<file path="src/rtl/cpu_types_pkg.sv">
// Shared CPU-side types for the debug memory scanner: bus word, scanner states
// and the word-alignment helper applied to every issued address.
package cpu_types_pkg;

    typedef logic [31:0] word_t;

    typedef enum logic [2:0] {
        IDLE,
        ISSUE,
        SETTLE,
        CAPTURE,
        DWELL
    } scan_state_t;

    localparam word_t WORD_ALIGN_MASK = 32'hFFFF_FFFC;

    function automatic word_t word_align(input word_t a);
        return a & WORD_ALIGN_MASK;
    endfunction

endpackage

</file>
<file path="src/rtl/scan_timer.sv">
// Loadable down-counter; done is high while the count sits at zero, and the
// count never wraps below zero.
module scan_timer #(
    parameter int W = 8
) (
    input  logic         CLK,
    input  logic         nRST,
    input  logic         load,
    input  logic         en,
    input  logic [W-1:0] load_val,
    output logic         done
);

    logic [W-1:0] count;

    always_ff @(posedge CLK or negedge nRST) begin
        if (!nRST) begin
            count <= '0;
        end else if (load) begin
            count <= load_val;
        end else if (en && !done) begin
            count <= count - W'(1);
        end
    end

    assign done = (count == '0);

endmodule

</file>
<file path="src/rtl/dbg_mem_scanner.sv">
// Debug memory port sequencer: while the CPU is halted, reads one word (manual)
// or walks an address window (auto) and holds the capture for the display.
//
//   state   | meaning
//   --------+-------------------------------------------------------------
//   IDLE    | port released; cursor tracks the manual/start address
//   ISSUE   | tb_addr presents the cursor, settle timer loaded
//   SETTLE  | waiting SETTLE cycles for tb_load to become valid
//   CAPTURE | latch tb_load into the display registers
//   DWELL   | auto mode: hold the capture DWELL unpaused cycles, then advance
module dbg_mem_scanner
    import cpu_types_pkg::*;
#(
    parameter int SETTLE = 2,
    parameter int DWELL  = 50000000,
    parameter int ADDR_W = 16
) (
    input  logic              CLK,
    input  logic              nRST,
    input  logic              halt,
    input  logic              mode,
    input  logic              pause,
    input  logic [ADDR_W-1:0] manual_addr,
    input  logic [ADDR_W-1:0] start_addr,
    input  logic [ADDR_W-1:0] end_addr,
    output logic              tb_ctrl,
    output logic              tb_ren,
    output word_t             tb_addr,
    input  word_t             tb_load,
    output word_t             disp_word,
    output logic [ADDR_W-1:0] disp_addr,
    output logic              disp_valid,
    output logic              busy
);

    localparam int SW = $clog2(SETTLE + 1);
    localparam int DW = $clog2(DWELL + 1);
    localparam logic [SW-1:0] SETTLE_LOAD = SW'(SETTLE - 1);
    localparam logic [DW-1:0] DWELL_LOAD  = DW'(DWELL - 1);

    scan_state_t       state, state_next;
    logic [ADDR_W-1:0] cursor, cursor_next;
    logic [ADDR_W-1:0] manual_al, start_al, end_al, advance_addr;
    logic [ADDR_W:0]   cursor_inc;
    logic              settle_load, settle_en, settle_done;
    logic              dwell_load, dwell_en, dwell_done;
    logic              capture;

    assign manual_al = ADDR_W'(word_align(word_t'(manual_addr)));
    assign start_al  = ADDR_W'(word_align(word_t'(start_addr)));
    assign end_al    = ADDR_W'(word_align(word_t'(end_addr)));

    // Wrapping when the cursor is already at/after the end also makes an
    // inverted window collapse to the single start word.
    assign cursor_inc   = {1'b0, cursor} + (ADDR_W + 1)'(4);
    assign advance_addr = (cursor >= end_al || cursor_inc[ADDR_W]) ? start_al
                                                                   : cursor_inc[ADDR_W-1:0];

    scan_timer #(.W(SW)) u_settle_timer (
        .CLK      (CLK),
        .nRST     (nRST),
        .load     (settle_load),
        .en       (settle_en),
        .load_val (SETTLE_LOAD),
        .done     (settle_done)
    );

    scan_timer #(.W(DW)) u_dwell_timer (
        .CLK      (CLK),
        .nRST     (nRST),
        .load     (dwell_load),
        .en       (dwell_en),
        .load_val (DWELL_LOAD),
        .done     (dwell_done)
    );

    always_ff @(posedge CLK or negedge nRST) begin
        if (!nRST) begin
            state <= cpu_types_pkg::IDLE;
        end else begin
            state <= state_next;
        end
    end

    always_comb begin
        state_next  = state;
        cursor_next = cursor;
        settle_load = 1'b0;
        settle_en   = 1'b0;
        dwell_load  = 1'b0;
        dwell_en    = 1'b0;
        capture     = 1'b0;
        case (state)
            cpu_types_pkg::IDLE: begin
                cursor_next = mode ? start_al : manual_al;
                state_next  = cpu_types_pkg::ISSUE;
            end
            cpu_types_pkg::ISSUE: begin
                settle_load = 1'b1;
                state_next  = cpu_types_pkg::SETTLE;
            end
            cpu_types_pkg::SETTLE: begin
                settle_en = 1'b1;
                if (settle_done) begin
                    state_next = cpu_types_pkg::CAPTURE;
                end
            end
            cpu_types_pkg::CAPTURE: begin
                capture = 1'b1;
                if (!mode) begin
                    cursor_next = manual_al;
                    state_next  = cpu_types_pkg::ISSUE;
                end else begin
                    dwell_load = 1'b1;
                    state_next = cpu_types_pkg::DWELL;
                end
            end
            cpu_types_pkg::DWELL: begin
                if (!mode) begin
                    cursor_next = manual_al;
                    state_next  = cpu_types_pkg::ISSUE;
                end else if (!pause) begin
                    dwell_en = 1'b1;
                    if (dwell_done) begin
                        cursor_next = advance_addr;
                        state_next  = cpu_types_pkg::ISSUE;
                    end
                end
            end
            default: state_next = cpu_types_pkg::IDLE;
        endcase
        // Losing halt releases the port from any state and discards a pending capture.
        if (!halt) begin
            state_next  = cpu_types_pkg::IDLE;
            settle_load = 1'b0;
            settle_en   = 1'b0;
            dwell_load  = 1'b0;
            dwell_en    = 1'b0;
            capture     = 1'b0;
        end
    end

    always_ff @(posedge CLK or negedge nRST) begin
        if (!nRST) begin
            cursor     <= '0;
            tb_addr    <= '0;
            disp_word  <= '0;
            disp_addr  <= '0;
            disp_valid <= 1'b0;
        end else begin
            cursor  <= cursor_next;
            tb_addr <= (state_next == cpu_types_pkg::IDLE) ? '0 : word_t'(cursor_next);
            if (capture) begin
                disp_word <= tb_load;
                disp_addr <= cursor;
            end
            if (!halt) begin
                disp_valid <= 1'b0;
            end else if (capture) begin
                disp_valid <= 1'b1;
            end
        end
    end

    assign busy    = (state != cpu_types_pkg::IDLE);
    assign tb_ctrl = busy;
    assign tb_ren  = busy;

endmodule

</file>
<file path="config.mk">
export PLATFORM = sky130hd
export DESIGN_NAME = dbg_mem_scanner
export DESIGN_NICKNAME = d
export VERILOG_FILES = /design/src/rtl/cpu_types_pkg.sv /design/src/rtl/scan_timer.sv /design/src/rtl/dbg_mem_scanner.sv
export SDC_FILE = /design/constraint.sdc
export NUM_CORES = 1
export LEC_CHECK = 0
export ABC_AREA = 1
export CAP_MARGIN = 20
export CORE_UTILIZATION = 51
export CTS_CLUSTER_DIAMETER = 50
export DETAILED_ROUTE_END_ITERATION = 8
export HOLD_SLACK_MARGIN = 0.05
export PLACE_DENSITY_LB_ADDON = 0.25
export SKIP_CTS_REPAIR_TIMING = 1
export SLEW_MARGIN = 5
export SYNTH_ARGS = -nofsm -noshare
export SYNTH_HDL_FRONTEND = slang
export SYNTH_HIERARCHICAL = 1
export SYNTH_SLANG_ARGS = --single-unit
</file>
<file path="constraint.sdc">
create_clock -name CLK -period 3.2 [get_ports CLK]
set_input_delay 0.64 -clock CLK [delete_from_list [all_inputs] [get_ports CLK]]
set_output_delay 0.64 -clock CLK [all_outputs]
set_load 0.02 [all_outputs]
</file>
==> results.json, run 1 <==
{
  "tritoncts": "yes",
  "setup.worst_path.end_class": "flip-flop",
  "setup_total_negative_slack_ns": 0,
  "portBuffers": 146,
  "number_of_global_route_vias_before_repair": 6013,
  "sw_frac_of_total": 0.430,
  "timing.reg2reg.worst_path_depth": 15,
  "worst_pin_slew_ns": 1.16,
  "drt-wirelength-per-cell_microns": 13.4,
  "clkTransAtPathRegs_ns": 0.08,
  "asyncSetResetFlopFracSynth": 1.00,
  "cell_types_with_the_highest_counts_after_synthesis": "sky130_fd_sc_hd__nand2_1, sky130_fd_sc_hd__nor2_1, sky130_fd_sc_hd__dfrtp_1, sky130_fd_sc_hd__inv_1, sky130_fd_sc_hd__nand3_1",
  "initialDrtViolationCount": 423,
  "worstPathRequired_ns": 3.39,
  "max_clock_freq_ghz": 0.374,
  "die_y_microns": 119,
  "cts_inserted_buffers": 9,
  "power_per_unit_of_standard_cell_area_nw_per_um2": 800,
  "total_routed_length_microns": 17500,
  "unrepaired_setup_endpoints_after_global_routing": "false",
  "cts_root_buf": "sky130_fd_sc_hd__clkbuf_16",
  "clock_power_share": 0.168,
  "gpl.final_weighted_congestion": 0.937,
  "run_status": "completed",
  "crit-reg2reg-launch": "u_dwell_timer/count[0]",
  "postSynthRegisterBits": 112,
  "drive_gt1_frac": 0.0815,
  "criticalPathCategory": "flip-flop to flip-flop",
  "synth_sequential_area_ratio": 0.399,
  "synth_area_leader_cell": "sky130_fd_sc_hd__dfrtp_1",
  "power.share.combinational": 0.492,
  "via_per_inst": 5.04,
  "grt_pass1_wl_microns": 28800,
  "dp_hpwl_microns": 12800,
  "ys.warnings.count": 6,
  "synth_top_cells_by_area": "sky130_fd_sc_hd__dfrtp_1, sky130_fd_sc_hd__nand2_1, sky130_fd_sc_hd__nor2_1",
  "clock_sink_count": 112,
  "nNetsFinal": 1226,
  "synthesis.instances": 956,
  "grt-ovfl-total": 0,
  "n_fill_cell": 1125,
  "yosys.cell_count.top_type": "sky130_fd_sc_hd__nand2_1",
  "reg2reg_slack_ns": 0.52,
  "synthDominantCellAreaShare": 0.399,
  "post_synth_instance_area_sq_um": 7030,
  "floorplan.die_area_sq_um": 14300,
  "drt.antenna.violating_nets": 0,
  "route.detailed.drc": 0,
  "h_tree_lvls": 3,
  "row_count": 42,
  "layout_worst_path_cycle_share": 0.836,
  "first_pass_iters": 4,
  "num_antenna_cells": 0,
  "finalWorstPathRequiredPeriod_ns": 2.68,
  "cts_max_path_buffers": 2,
  "grtUsageTotal": 0.254,
  "pwr-share-seq": 0.340,
  "critPathArrivalTime_ns": 2.87,
  "antenna_found_initial": 0,
  "via_count": 6577,
  "critPathMaxFanout": 7,
  "synth.avg_cell_area_sq_um": 7.35,
  "crit-reg2reg-capture": "tb_addr[7]",
  "design.portCount": 169,
  "slew-limit-headroom": 0.219,
  "p_switching_mw": 3.11,
  "power.leakage_nw": 4.47,
  "worst_skew_pair.late_latency_ns": 0.37,
  "irDropWorstVdd_uv": 345,
  "timing.hold.worst.class": "primary input to async pin",
  "max-cap-violations": 0,
  "synth-edff-count": 0,
  "pin_count_of_the_biggest_net_entering_global_routing": 65,
  "setup_viol": 0,
  "internal_power_mw": 4.13,
  "number_of_pins_exceeding_their_max_slew_limit_in_the_final_report": 0,
  "core_region_area_sq_um": 13300,
  "worst_setup_path_endpoint": "tb_addr[7]",
  "synth.lib_cells_used.distinct": 37,
  "final_report_hold_violation_count": 0,
  "die_w_microns": 119,
  "final_standard_cell_utilization_of_the_core": 0.679,
  "crit_path_start_kind": "flip-flop",
  "syn2layout_area_growth_pct": 28.9,
  "synthFlopType": "sky130_fd_sc_hd__dfrtp_1",
  "clock-skew-final_ns": 0.0126,
  "startpoint": "u_dwell_timer/count[0]",
  "initial_utilization": 0.527
}
[power groups by stage]
stage	sequential [mW]	clock [mW]	combinational, mW
after floorplan	2.76	0	1.95
after global placement	2.46	0	3.48
after detailed placement	2.48	0	3.55
after CTS	2.46	1.24	3.57
after global routing	2.54	1.30	3.96
final	2.46	1.22	3.57
[stage by stage]
| stage | cells | setup slack (ns) | power [mW] | hold WS, ns | area, sq um |
|---|---|---|---|---|---|
| after floorplan | 998 | 0.775 | 4.71 | 0.344 | 7190 |
| after global placement | 1289 | 0.264 | 5.95 | 0.464 | 8730 |
| after detailed placement | 1289 | 0.229 | 6.03 | 0.467 | 8730 |
| final | 1305 | 0.525 | 7.25 | 0.338 | 9060 |
| after global routing | 1305 | 0.208 | 7.80 | 0.406 | 9060 |
| after CTS | 1305 | 0.527 | 7.27 | 0.368 | 9060 |
[placed cells by master, fill, tap and decap left out, drive strengths merged]
cell type,count
bufinv,1
clkinv,2
a21o,3
o21a,1
o21ai,70
nand3,86
mux2,33
a211oi,7
clkbuf,9
a31oi,1
xnor2,1
nor3,3
nand3b,3
a21oi,32
nand2,271
dfrtp,112
nor4,1
clkdlybuf4s50,145
ha,17
buf,20
xor2,10
conb,44
nand4,13
inv,116
nor2,128
[cells by family (layout without fill, tap and decap cells)]
logic type	after synthesis	in the layout	synth area share
simple gates	505	505	0.310
other cells	2	44	0.00107
buf+inv	162	293	0.102
compound gates	114	114	0.0911
xor+xnor	11	11	0.0137
mux	33	33	0.0529
fa+ha+maj	17	17	0.0303
flops	112	112	0.399
[state kept, by name (all words and copies together) (netlist names)]
| name | flops |
|---|---|
| cursor | 16 |
| disp_addr | 16 |
| disp_word | 32 |
| u_settle_timer/count | 2 |
| u_dwell_timer/count | 26 |
| state | 3 |
| tb_addr | 16 |
| disp_valid | 1 |
[worst min path at each step]
| stage | endpoint | cells after the start | slack, ns | from |
|---|---|---|---|---|
| 2_1_floorplan | cursor[0] | 0 | 0.34 | nRST |
| 3_3_place_gp | disp_valid | 2 | 0.46 | disp_valid |
| 3_5_place_dp | disp_valid | 2 | 0.47 | disp_valid |
| 4_1_cts | tb_addr[13] | 1 | 0.37 | nRST |
| 5_1_grt | tb_addr[13] | 1 | 0.41 | nRST |
| 6_report | tb_addr[13] | 1 | 0.34 | nRST |
[worst max-delay path, stage by stage, from the launching register on]
cell and delay [ns]:
sky130_fd_sc_hd__dfrtp_1 0.38, sky130_fd_sc_hd__inv_1 0.11, sky130_fd_sc_hd__ha_1 0.36, sky130_fd_sc_hd__nand2_4 0.12, sky130_fd_sc_hd__nor2_8 0.19, sky130_fd_sc_hd__nand4_1 0.13
sky130_fd_sc_hd__nor2_1 0.12, sky130_fd_sc_hd__inv_1 0.06, sky130_fd_sc_hd__nor2_2 0.10, sky130_fd_sc_hd__inv_1 0.06, sky130_fd_sc_hd__nor2_1 0.41, sky130_fd_sc_hd__nand3_1 0.15
sky130_fd_sc_hd__nand2_1 0.08, sky130_fd_sc_hd__nand2_1 0.04, sky130_fd_sc_hd__o21ai_1 0.11, sky130_fd_sc_hd__nor2_1 0.07
[layer usage]
metal  part of all wire  GRT usage  vias up
met5                  0          0        -
met4              0.018     0.0844        0
met3              0.054     0.0297       21
met2               0.49      0.443      199
met1               0.44      0.326     3038
li1                   -          -     3319
[cell type report]
type                    instances  area [sq um]  area share
clock buffers                   9           225      0.0249
flip-flops and latches        112          2800       0.309
multi-input cells             724          3670       0.405
clock inverters                 7           105      0.0116
well taps                     176           220      0.0243
repair buffers                165          1610       0.178
inverters                     112           420      0.0464
No activity file was read; power rests on OpenSTA's default activity.
==> inputs of run 2 (changes only) <==
clock period = 2.8 ns   (was 3.2 ns; I/O delays follow)
==> run 2 against run 1 <==
Net effect: fmax grew 10%; die area is the same; global-route usage grew 0.29 points; first-iteration DRC count shrank 27%; sequential power grew 14%; hold slack lost 0.20 ns; clock power grew 7%; wire length grew 0.35%; non-clock buffer count grew 8; largest power group unchanged.
==> results.json, run 2 (synthesis gave the netlist of run 1 again) <==
{
  "critPathMaxFanout": 13,
  "number_of_flip_flops_in_the_largest_register": 32,
  "crit_path_start_kind": "flip-flop",
  "drive_gt1_frac": 0.0880,
  "top_register": "disp_word",
  "total_routed_length_microns": 17600,
  "reg2reg_slack_ns": 0.37,
  "clock_sink_count": 112,
  "criticalPathCategory": "flip-flop to flip-flop",
  "grt-ovfl-total": 0,
  "unrepaired_setup_endpoints_after_global_routing": "false",
  "met1Wirelength_microns": 7170,
  "grt_pass1_wl_microns": 29100,
  "max_clock_freq_ghz": 0.411,
  "gpl.final_weighted_congestion": 0.946,
  "worst_skew_pair.late_latency_ns": 0.36,
  "finalWorstPathRequiredPeriod_ns": 2.43,
  "dp_hpwl_microns": 13200,
  "pin_count_of_the_biggest_net_entering_global_routing": 55,
  "syn2layout_area_growth_pct": 29.4,
  "die_w_microns": 119,
  "cts_root_buf": "sky130_fd_sc_hd__clkbuf_16",
  "num_antenna_cells": 0,
  "row_count": 42,
  "design.portCount": 169,
  "via_count": 6640,
  "portBuffers": 146,
  "max-cap-violations": 0,
  "n_fill_cell": 1147,
  "crit-reg2reg-launch": "u_dwell_timer/count[0]",
  "highest_layer": "met4",
  "setup_viol": 0,
  "via_per_inst": 5.06,
  "initialDrtViolationCount": 308,
  "cts_max_path_buffers": 2,
  "worst_pin_slew_ns": 0.648,
  "core_region_area_sq_um": 13300,
  "die_y_microns": 119,
  "h_tree_lvls": 3,
  "fin_total_pwr_mw": 8.24,
  "layout_worst_path_cycle_share": 0.869,
  "initial_utilization": 0.527,
  "timing.reg2reg.worst_path_depth": 15,
  "cts_inserted_buffers": 9,
  "crit-reg2reg-capture": "tb_addr[15]",
  "run_status": "completed",
  "setup.worst_path.end_class": "flip-flop",
  "route.detailed.drc": 0,
  "power_per_unit_of_standard_cell_area_nw_per_um2": 906,
  "irDropWorstVdd_uv": 572,
  "setup_total_negative_slack_ns": 0,
  "timing.hold.worst.class": "primary input to async pin",
  "drt-wirelength-per-cell_microns": 13.4,
  "slew-limit-headroom": 0.566,
  "power.leakage_nw": 4.49,
  "nNetsFinal": 1234,
  "worstPathRequired_ns": 3.09,
  "layout_commonest_cell": "sky130_fd_sc_hd__nand2_1",
  "met3WireLength_microns": 1050,
  "floorplan.die_area_sq_um": 14300,
  "grtUsageTotal": 0.256,
  "critPathArrivalTime_ns": 2.73,
  "drt.antenna.violating_nets": 0,
  "number_of_pins_exceeding_their_max_slew_limit_in_the_final_report": 0,
  "layout_top_registers": "disp_word: 32 flops, u_dwell_timer/count: 26 flops",
  "antenna_found_initial": 0,
  "number_of_global_route_vias_before_repair": 6122,
  "wl_met2_microns": 8810,
  "final_report_hold_violation_count": 0,
  "tritoncts": "yes",
  "layout.cells.most_common_list": "sky130_fd_sc_hd__nand2_1, sky130_fd_sc_hd__clkdlybuf4s50_1, sky130_fd_sc_hd__nor2_1",
  "first_pass_iters": 5,
  "clock-skew-final_ns": 0.0113,
  "clkTransAtPathRegs_ns": 0.08
}
==> run 2: changes by cell type in the layout (fill, tap and decap cells not counted) <==
cell                         previous run  this run
sky130_fd_sc_hd__clkinv_8               2         3
sky130_fd_sc_hd__bufinv_16              1         0
sky130_fd_sc_hd__clkinvlp_4             0         1
sky130_fd_sc_hd__inv_6                  1         2
sky130_fd_sc_hd__buf_4                 19        27
sky130_fd_sc_hd__inv_8                  3         1
==> run 2: worst max path at each step <==
stage                                start          end  cells after the start
floorplan           u_dwell_timer/count[0]  tb_addr[15]                     15
global placement              end_addr[15]   tb_addr[7]                     15
detailed placement            end_addr[15]    cursor[5]                     15
CTS                               state[0]         busy                      5
global route        u_dwell_timer/count[0]  tb_addr[15]                     15
finish              u_dwell_timer/count[0]  tb_addr[15]                     15
==> run 2: cell type report <==
type	count	area (sq um)	share of cell area
multi-input combinational	724	3670	0.404
sequential	112	2800	0.308
timing repair buffer	173	1670	0.184
inverter	112	420	0.0462
clock buffer	9	225	0.0247
tap	176	220	0.0242
clock inverter	7	85.1	0.00935
==> run 2: metrics by stage <==
step                utilization  instance area, sq um  hold WS (ns)  setup WS, ns  cells
floorplan                     -                  7190         0.264         0.423    998
global placement          0.659                  8790         0.467        0.0566   1297
detailed placement        0.659                  8790         0.473        0.0231   1297
CTS                       0.682                  9100         0.138         0.377   1313
global route              0.682                  9100         0.161         0.154   1313
finish                    0.682                  9100         0.135         0.368   1313
==> run 2: power by group <==
| group | leakage, nW | switching [mW] | internal, mW | total [mW] |
|---|---|---|---|---|
| registers | 1.42 | 0.570 | 2.24 | 2.81 |
| logic | 2.93 | 2.34 | 1.79 | 4.13 |
| clock network | 0.147 | 0.662 | 0.640 | 1.30 |
| total | 4.49 | 3.58 | 4.66 | 8.24 |
==> run 2: critical path: stages (launching register included) <==
cell and delay, ns:
sky130_fd_sc_hd__dfrtp_1 0.38, sky130_fd_sc_hd__inv_1 0.11, sky130_fd_sc_hd__ha_1 0.22, sky130_fd_sc_hd__nand2_4 0.10
sky130_fd_sc_hd__nor2_8 0.18, sky130_fd_sc_hd__nand4_1 0.14, sky130_fd_sc_hd__nor2_1 0.11, sky130_fd_sc_hd__inv_1 0.06
sky130_fd_sc_hd__nor2_2 0.09, sky130_fd_sc_hd__inv_1 0.21, sky130_fd_sc_hd__buf_4 0.23, sky130_fd_sc_hd__a211oi_1 0.22
sky130_fd_sc_hd__nand2_1 0.08, sky130_fd_sc_hd__nand2_1 0.06, sky130_fd_sc_hd__o21ai_1 0.07, sky130_fd_sc_hd__nor2_1 0.11
==> run 2: per-layer routing <==
metal / up-vias / GRT usage
met1: 3037 / 0.316
li1: 3341 / -
met3: 34 / 0.0383
met2: 228 / 0.448
met5: - / 0
met4: 0 / 0.105
==> inputs of run 3 (changes only) <==
TNS_END_PERCENT = 1   (was not set)
==> results of run 3 <==
No change in the layout: final DEF, timing and power equal those of run 2.
